==> src/rtl/multi_port_write_back_pkg.sv <==
// rtl/multi_port_write_back_pkg.sv - shared register indices, widths and types for the write-back stage
package multi_port_write_back_pkg;

  localparam int REG_N_DEF  = 18;
  localparam int DATA_W_DEF = 64;

  // Architectural register map: 16 GPRs in x86-64 encoding order, then RIP and EFL
  localparam int RAX = 0;
  localparam int RCX = 1;
  localparam int RDX = 2;
  localparam int RBX = 3;
  localparam int RSP = 4;
  localparam int RBP = 5;
  localparam int RIP = 16;
  localparam int EFL = 17;

  typedef logic [DATA_W_DEF-1:0]         reg_t;
  typedef logic [$clog2(REG_N_DEF)-1:0]  addr_t;

  typedef enum logic {
    FL_IDLE   = 1'b0,
    FL_ACTIVE = 1'b1
  } flush_state_e;

endpackage

==> src/rtl/multi_port_write_back_if.sv <==
// rtl/multi_port_write_back_if.sv - write-back port bundle between execute (master) and write-back (slave)
interface multi_port_write_back_if #(
  parameter int WB_PORTS = 2,
  parameter int REG_N    = 18,
  parameter int DATA_W   = 64
);
  localparam int IDX_W = $clog2(REG_N);

  logic [WB_PORTS-1:0] wr_valid;
  logic [IDX_W-1:0]    wr_idx  [WB_PORTS];
  logic [DATA_W-1:0]   wr_data [WB_PORTS];
  logic                eflags_we;
  logic [DATA_W-1:0]   eflags;
  logic                br_taken;
  logic [DATA_W-1:0]   br_target;
  logic                stall_pc;
  logic [DATA_W-1:0]   gpr [REG_N];
  logic [DATA_W-1:0]   pc_to_fet;
  logic                flush;
  logic                wb_conflict;

  modport master (
    output wr_valid, wr_idx, wr_data, eflags_we, eflags, br_taken, br_target, stall_pc,
    input  gpr, pc_to_fet, flush, wb_conflict
  );

  modport slave (
    input  wr_valid, wr_idx, wr_data, eflags_we, eflags, br_taken, br_target, stall_pc,
    output gpr, pc_to_fet, flush, wb_conflict
  );

endinterface

==> src/rtl/wb_flush_timer.sv <==
// rtl/wb_flush_timer.sv - reloadable flush window counter; a branch restarts the full window
module wb_flush_timer
  import multi_port_write_back_pkg::*;
#(
  parameter int LOAD_LATENCY = 1
) (
  input  logic clk,
  input  logic rstn,
  input  logic br_taken,
  output logic flush
);
  localparam int CW = $clog2(LOAD_LATENCY + 1);

  flush_state_e    state_q, state_d;
  logic [CW-1:0]   cnt_q, cnt_d;

  always_ff @(posedge clk) begin
    if (!rstn) begin
      state_q <= FL_IDLE;
      cnt_q   <= '0;
    end else begin
      state_q <= state_d;
      cnt_q   <= cnt_d;
    end
  end

  // Reload rather than accumulate: the newest branch defines the squash horizon
  always_comb begin
    state_d = state_q;
    cnt_d   = cnt_q;
    if (br_taken) begin
      state_d = FL_ACTIVE;
      cnt_d   = CW'(LOAD_LATENCY);
    end else if (state_q == FL_ACTIVE) begin
      cnt_d   = cnt_q - CW'(1);
      state_d = (cnt_q == CW'(1)) ? FL_IDLE : FL_ACTIVE;
    end
  end

  assign flush = (state_q == FL_ACTIVE);

endmodule

==> src/rtl/multi_port_write_back.sv <==
// rtl/multi_port_write_back.sv - multi-port register commit, RIP/PC queue and flush window; WB_CONFLICT_DETECT_EN enables the sticky collision flag
module multi_port_write_back
  import multi_port_write_back_pkg::*;
#(
  parameter int              WB_PORTS     = 2,
  parameter int              REG_N        = REG_N_DEF,
  parameter int              DATA_W       = DATA_W_DEF,
  parameter int              LOAD_LATENCY = 1,
  parameter longint unsigned INIT_RIP     = 0,
  parameter longint unsigned INIT_RSP     = 1024
) (
  input  logic                   clk,
  input  logic                   rstn,
  multi_port_write_back_if.slave wb
);
  localparam int IDX_W = $clog2(REG_N);
  localparam logic [DATA_W-1:0] RST_RIP = DATA_W'(INIT_RIP) - DATA_W'(LOAD_LATENCY);

  logic [DATA_W-1:0] gpr_q [REG_N];
  logic [DATA_W-1:0] gpr_d [REG_N];
  logic [DATA_W-1:0] pcq   [LOAD_LATENCY];
  logic [DATA_W-1:0] next_rip;
  logic [DATA_W-1:0] pc_last;
  logic              flush_q;

  assign pc_last = pcq[LOAD_LATENCY-1];

  always_comb begin
    next_rip = gpr_q[RIP] + DATA_W'(1);
    if (wb.br_taken)
      next_rip = wb.br_target;
    else if (wb.stall_pc)
      next_rip = pc_last;
  end

  // Later ports overwrite earlier ones, so the youngest write wins; indices >= REG_N match nothing
  always_comb begin
    for (int r = 0; r < REG_N; r++) begin
      gpr_d[r] = gpr_q[r];
      if (r == EFL && wb.eflags_we)
        gpr_d[r] = wb.eflags;
      for (int p = 0; p < WB_PORTS; p++) begin
        if (wb.wr_valid[p] && wb.wr_idx[p] == IDX_W'(r))
          gpr_d[r] = wb.wr_data[p];
      end
    end
    gpr_d[RIP] = next_rip;
  end

  always_ff @(posedge clk) begin
    if (!rstn) begin
      for (int r = 0; r < REG_N; r++) begin
        if (r == RSP || r == RBP)
          gpr_q[r] <= DATA_W'(INIT_RSP);
        else if (r == RIP)
          gpr_q[r] <= RST_RIP;
        else
          gpr_q[r] <= '0;
      end
    end else begin
      for (int r = 0; r < REG_N; r++)
        gpr_q[r] <= gpr_d[r];
    end
  end

  always_ff @(posedge clk) begin
    if (!rstn) begin
      for (int i = 0; i < LOAD_LATENCY; i++)
        pcq[i] <= '0;
    end else if (!wb.stall_pc) begin
      pcq[0] <= gpr_q[RIP];
      for (int i = 1; i < LOAD_LATENCY; i++)
        pcq[i] <= pcq[i-1];
    end
  end

  wb_flush_timer #(
    .LOAD_LATENCY (LOAD_LATENCY)
  ) u_flush_timer (
    .clk      (clk),
    .rstn     (rstn),
    .br_taken (wb.br_taken),
    .flush    (flush_q)
  );

`ifdef WB_CONFLICT_DETECT_EN
  logic collide;
  logic conflict_q;

  always_comb begin
    collide = 1'b0;
    for (int p = 0; p < WB_PORTS; p++) begin
      for (int q = p + 1; q < WB_PORTS; q++) begin
        if (wb.wr_valid[p] && wb.wr_valid[q] && wb.wr_idx[p] == wb.wr_idx[q])
          collide = 1'b1;
      end
    end
  end

  always_ff @(posedge clk) begin
    if (!rstn)
      conflict_q <= 1'b0;
    else if (collide)
      conflict_q <= 1'b1;
  end

  assign wb.wb_conflict = conflict_q;
`else
  assign wb.wb_conflict = 1'b0;
`endif

  assign wb.gpr       = gpr_q;
  assign wb.pc_to_fet = pc_last;
  assign wb.flush     = flush_q;

endmodule

==> src/flat_wrapper.sv <==
// flat-port wrapper written by rule: the top's interface ports become plain ports
module multi_port_write_back_flat import multi_port_write_back_pkg::*;
#(
  parameter int              WB_PORTS     = 2,
  parameter int              REG_N        = REG_N_DEF,
  parameter int              DATA_W       = DATA_W_DEF,
  parameter int              LOAD_LATENCY = 1,
  parameter longint unsigned INIT_RIP     = 0,
  parameter longint unsigned INIT_RSP     = 1024
)
  (clk, rstn, wb_wr_valid, wb_wr_idx, wb_wr_data, wb_eflags_we, wb_eflags, wb_br_taken, wb_br_target, wb_stall_pc, wb_gpr, wb_pc_to_fet, wb_flush, wb_wb_conflict);
  multi_port_write_back_if #(.WB_PORTS(WB_PORTS), .REG_N(REG_N), .DATA_W(DATA_W)) wb_i ();
  input  logic clk;
  input  logic rstn;
  input wire logic [$bits(wb_i.wr_valid)-1:0] wb_wr_valid;
  input wire logic [$bits(wb_i.wr_idx)-1:0] wb_wr_idx;
  input wire logic [$bits(wb_i.wr_data)-1:0] wb_wr_data;
  input wire logic [$bits(wb_i.eflags_we)-1:0] wb_eflags_we;
  input wire logic [$bits(wb_i.eflags)-1:0] wb_eflags;
  input wire logic [$bits(wb_i.br_taken)-1:0] wb_br_taken;
  input wire logic [$bits(wb_i.br_target)-1:0] wb_br_target;
  input wire logic [$bits(wb_i.stall_pc)-1:0] wb_stall_pc;
  output wire logic [$bits(wb_i.gpr)-1:0] wb_gpr;
  output wire logic [$bits(wb_i.pc_to_fet)-1:0] wb_pc_to_fet;
  output wire logic [$bits(wb_i.flush)-1:0] wb_flush;
  output wire logic [$bits(wb_i.wb_conflict)-1:0] wb_wb_conflict;
  assign wb_i.wr_valid = wb_wr_valid;
  assign wb_i.wr_idx = {>>{wb_wr_idx}};
  assign wb_i.wr_data = {>>{wb_wr_data}};
  assign wb_i.eflags_we = wb_eflags_we;
  assign wb_i.eflags = wb_eflags;
  assign wb_i.br_taken = wb_br_taken;
  assign wb_i.br_target = wb_br_target;
  assign wb_i.stall_pc = wb_stall_pc;
  assign wb_gpr = {>>{wb_i.gpr}};
  assign wb_pc_to_fet = wb_i.pc_to_fet;
  assign wb_flush = wb_i.flush;
  assign wb_wb_conflict = wb_i.wb_conflict;
  multi_port_write_back #(.WB_PORTS(WB_PORTS), .REG_N(REG_N), .DATA_W(DATA_W), .LOAD_LATENCY(LOAD_LATENCY), .INIT_RIP(INIT_RIP), .INIT_RSP(INIT_RSP)) u_core (.clk(clk), .rstn(rstn), .wb(wb_i));
endmodule
==> config.mk <==
export PLATFORM = sky130hd
export DESIGN_NAME = multi_port_write_back_flat
export DESIGN_NICKNAME = d
export VERILOG_FILES = /design/src/rtl/multi_port_write_back_pkg.sv /design/src/rtl/multi_port_write_back_if.sv /design/src/rtl/wb_flush_timer.sv /design/src/rtl/multi_port_write_back.sv /design/src/flat_wrapper.sv
export SDC_FILE = /design/constraint.sdc
export NUM_CORES = 2
export LEC_CHECK = 0
export CORE_AREA = 2 2 582 584
export CTS_CLUSTER_SIZE = 28
export DETAILED_ROUTE_END_ITERATION = 10
export DIE_AREA = 0 0 584 586
export GPL_TIMING_DRIVEN = 0
export SYNTH_ARGS = -nofsm -noshare
export SYNTH_HDL_FRONTEND = slang
export SYNTH_HIERARCHICAL = 1
export SYNTH_SLANG_ARGS = --single-unit
==> constraint.sdc <==
create_clock -name clk -period 6.8 [get_ports clk]
set_input_delay 1.36 -clock clk [delete_from_list [all_inputs] [get_ports clk]]
set_output_delay 1.36 -clock clk [all_outputs]
set_load 0.005 [all_outputs]
==> metrics.txt <==
register bit total from synthesis approximately 1200; Final nets ~7900; net count after synthesis around 6300; Synth Area in XOR/XNOR less than 1%; Synth Flop Type dfxtp_1; top area cells in the synthesized netlist dfxtp_1, o211a_1, mux2i_1, nand2_1, clkbuf_1; CP peak stage delay around 1200 ps; Setup Buffers After CTS 0; # Max-Cap Violations 5; drt wl/cell 39.90 um; Critical Path Fanout Max 12; Design Power approximately 0.018 W; DRT Pass-1 Iters 7; library cells used by synthesis 55; Final Cycle Share between 70 and 80%; Register Area between 20000 and 30000 um^2; RSZ-0062 raised after global routing false; CTS tree built; initial antenna violation count 120; FMAX roughly 210 MHz; placer's final routability congestion estimate approximately 0.96; H-tree levels 4; CTS resizes 0; Layout area overhead 43.91%; Clock Latency Late Sink 850 ps; Num CTS Buffers 155; critical path arrival around 5500 ps; layout cells sized above 1 5.821%; Synth Area in Compound Gates approximately 21%; Global Route Usage Sum between 20 and 30%; num rows 213; Overflow after GRT 0; # IOs ~1500; DP Wirelength roughly 390000 um; area of the multi-input gates 29410 um^2; P_leak roughly 45 nW; clock period minus worst slack between 4000 and 5000 ps; Root Buffer Master clkbuf_16; Crit Path Category in -> reg; Die H just under 600 um; cell taking the most area after synthesis dfxtp_1; DRC 0; Starting Density 17.16%; measured slew at the worst slew-check pin 1612 ps; post-DR vias/cell 4.932; status complete, but fails checks; Util after Layout around 25%; die width about 580 um; die footprint between 300000 and 400000 um^2; clock buffer depth 4; DRT antenna net count 0; Synth Warn # 6; final hold viol count 0; post-synthesis sequential area ratio a little over two fifths; pwr dens 223.1 nW/um^2; vias in the first global route approximately 55000; top cell type's share of synthesized area between 40 and 50%; Async S/R FF share, synth 0%; final WL 485200 um; drt initial violations slightly below 7000; most frequent CP cell nor2b_1; first-pass GRT wire length ~600000 um; Crit. End Element flop; clk sink count around 1200; cts hold-fix bufs 0; Worst Path Required approximately 7600 ps; Synth Instances roughly 6000; relative slew slack -7.438%; PortBufs 1361; clock slew at reported path FFs around 60 ps; failing checks capacitance limit, slew limit; crit start category input port; post-synthesis adder-cell area fraction less than 1%; Syn Area/Cell 9.569 um^2; core area around 340000 um^2; largest net degree at the start of global routing 45; CP max stage cell buf_2; Post-Synth Simple-Gate Area 12.65%; Filler Cells Inserted between 30000 and 40000; crit path cell chain clkdlybuf4s50_1 > nor2b_1 > clkbuf_1 > nand4_1 > nand2_1 > nor2_1 > nor2b_1 > buf_2 > buf_1 > a22o_1; via count ~60000; mux contribution to synthesized area about 17%; mapped cell area 57610 um^2; Peak VDD IR roughly 0.00021 V; Worst Skew around 22 ps; main combinational cell family by area after synthesis compound AO/OA/AOI/OAI gates; max-slew violations just under 50; Final Setup Violations 0; type of the worst min-delay path reg -> reg; EDFF count, synth between 60 and 70
metrics by stage:
step	cell area (um^2)	setup TNS (ps)	worst slack (ps)	hold WS [ps]	std cells
after floorplan	57610	0	2821	466.0	6021
after global placement	76750	-128880	-2023	462.1	11789
after detailed placement	77780	0	1369	464.4	11832
after CTS	82760	0	2274	479.7	12102
after global routing	82810	0	2165	488.7	12119
final	82910	0	2029	474.5	12159
path summary, 6_finish.rpt:
check,endpoint,startpoint,slack [ps],cells after the start
max,u_core/wb.gpr[7]$_SDFFE_PN0P_,wb_wr_idx[5],2030,10
min,u_core/wb.gpr[14]$_SDFFE_PN0P_,u_core/wb.gpr[14]$_SDFFE_PN0P_,470,1
max reg2reg,u_core/wb.gpr[126]$_SDFF_PN1_,u_core/wb.gpr[64]$_SDFF_PN1_,3790,8
min reg2reg,u_core/wb.gpr[14]$_SDFFE_PN0P_,u_core/wb.gpr[14]$_SDFFE_PN0P_,470,1
report_power, final:
group	switching, W	internal [W]
sequential	0.000194	0.00741
clock	0.00364	0.00490
combinational	0.00155	0.000807
critical path: cells and delay by family:
kind | cells | cell delay (ps)
compound gates | 1 | 230
buf+inv | 4 | 2980
simple gates | 5 | 910
kinds of logic (layout without fill, tap and decap cells):
kind of cell,count (synthesis),in the layout
AOI/OAI and AO/OA,1277,1277
xor gates and xnor gates,56,56
adders and majority gates,1,1
buffers and inverters,821,2496
DFF,1218,1218
muxes,961,961
other,1,57
and+or+nand+nor,1686,1686
area by class of cell:
| type | count | share of cell area (%) |
|---|---|---|
| repair buffers | 1405 | 17.57 |
| multi-input cells | 3982 | 35.47 |
| clock inverters | 44 | 0.5750 |
| plain buffers | 809 | 3.901 |
| diodes | 56 | 0.1690 |
| flip-flops and latches | 1218 | 30.18 |
| inverters | 12 | 0.05433 |
| well taps | 4407 | 6.651 |
| clock buffers | 226 | 5.430 |
cells in the mapped netlist (all sizes together), types with 2 or more instances:
| master | count |
|---|---|
| nand2 | 1109 |
| o21a | 2 |
| buf | 208 |
| and3 | 14 |
| o21ai | 19 |
| o211a | 1022 |
| nor4 | 15 |
| nor2 | 89 |
| xor2 | 17 |
| o211ai | 44 |
| and2 | 68 |
| nand3 | 310 |
| a21oi | 88 |
| dfxtp | 1154 |
| clkbuf | 601 |
| a22oi | 31 |
| mux2i | 961 |
| a22o | 64 |
| or3 | 2 |
| inv | 12 |
| nor3 | 14 |
| nand4 | 31 |
| nand2b | 3 |
| edfxtp | 64 |
| nor3b | 4 |
| xnor2 | 39 |
| nor2b | 12 |
| and4 | 7 |
| a222oi | 2 |
per-layer routing:
layer / global-route usage, % / vias up / part of all wire [%]
met5: 0 / - / 0.0027
met4: 17.28 / 2 / 7.2
met3: 9.381 / 968 / 11
met2: 41.48 / 4186 / 43
met1: 31.93 / 30011 / 38
li1: - / 24796 / -
flip-flops by register name, summed over array words and instances (netlist names):
signal                      count
u_core/u_flush_timer/cnt_q      1
u_core/wb.gpr                1152
u_core/pcq                     64
u_core/u_flush_timer/flush      1
cell usage in the layout, fill, tap and decap left out, types with 7 or more instances in the layout:
cell type	synthesis	layout
a21oi_1	88	88
a22o_1	64	64
a22oi_1	31	31
and2_1	68	68
and3_1	14	14
and4_1	7	7
buf_1	105	105
buf_12	0	32
buf_16	0	10
buf_2	102	102
bufinv_16	0	8
clkbuf_1	601	591
clkbuf_16	0	160
clkbuf_2	0	50
clkbuf_8	0	25
clkdlybuf4s50_1	0	1361
clkinv_2	0	20
dfxtp_1	1154	1154
diode_2	0	56
edfxtp_1	64	64
inv_1	12	12
mux2i_1	961	961
nand2_1	1109	1101
nand2_2	0	7
nand3_1	308	308
nand4_1	29	29
nor2_1	88	88
nor2b_1	11	11
nor3_1	13	13
nor4_1	8	8
o211a_1	1022	1022
o211ai_1	44	44
o21ai_0	18	18
xnor2_1	39	39
xor2_1	17	17
(Power assumes the default switching activity.)
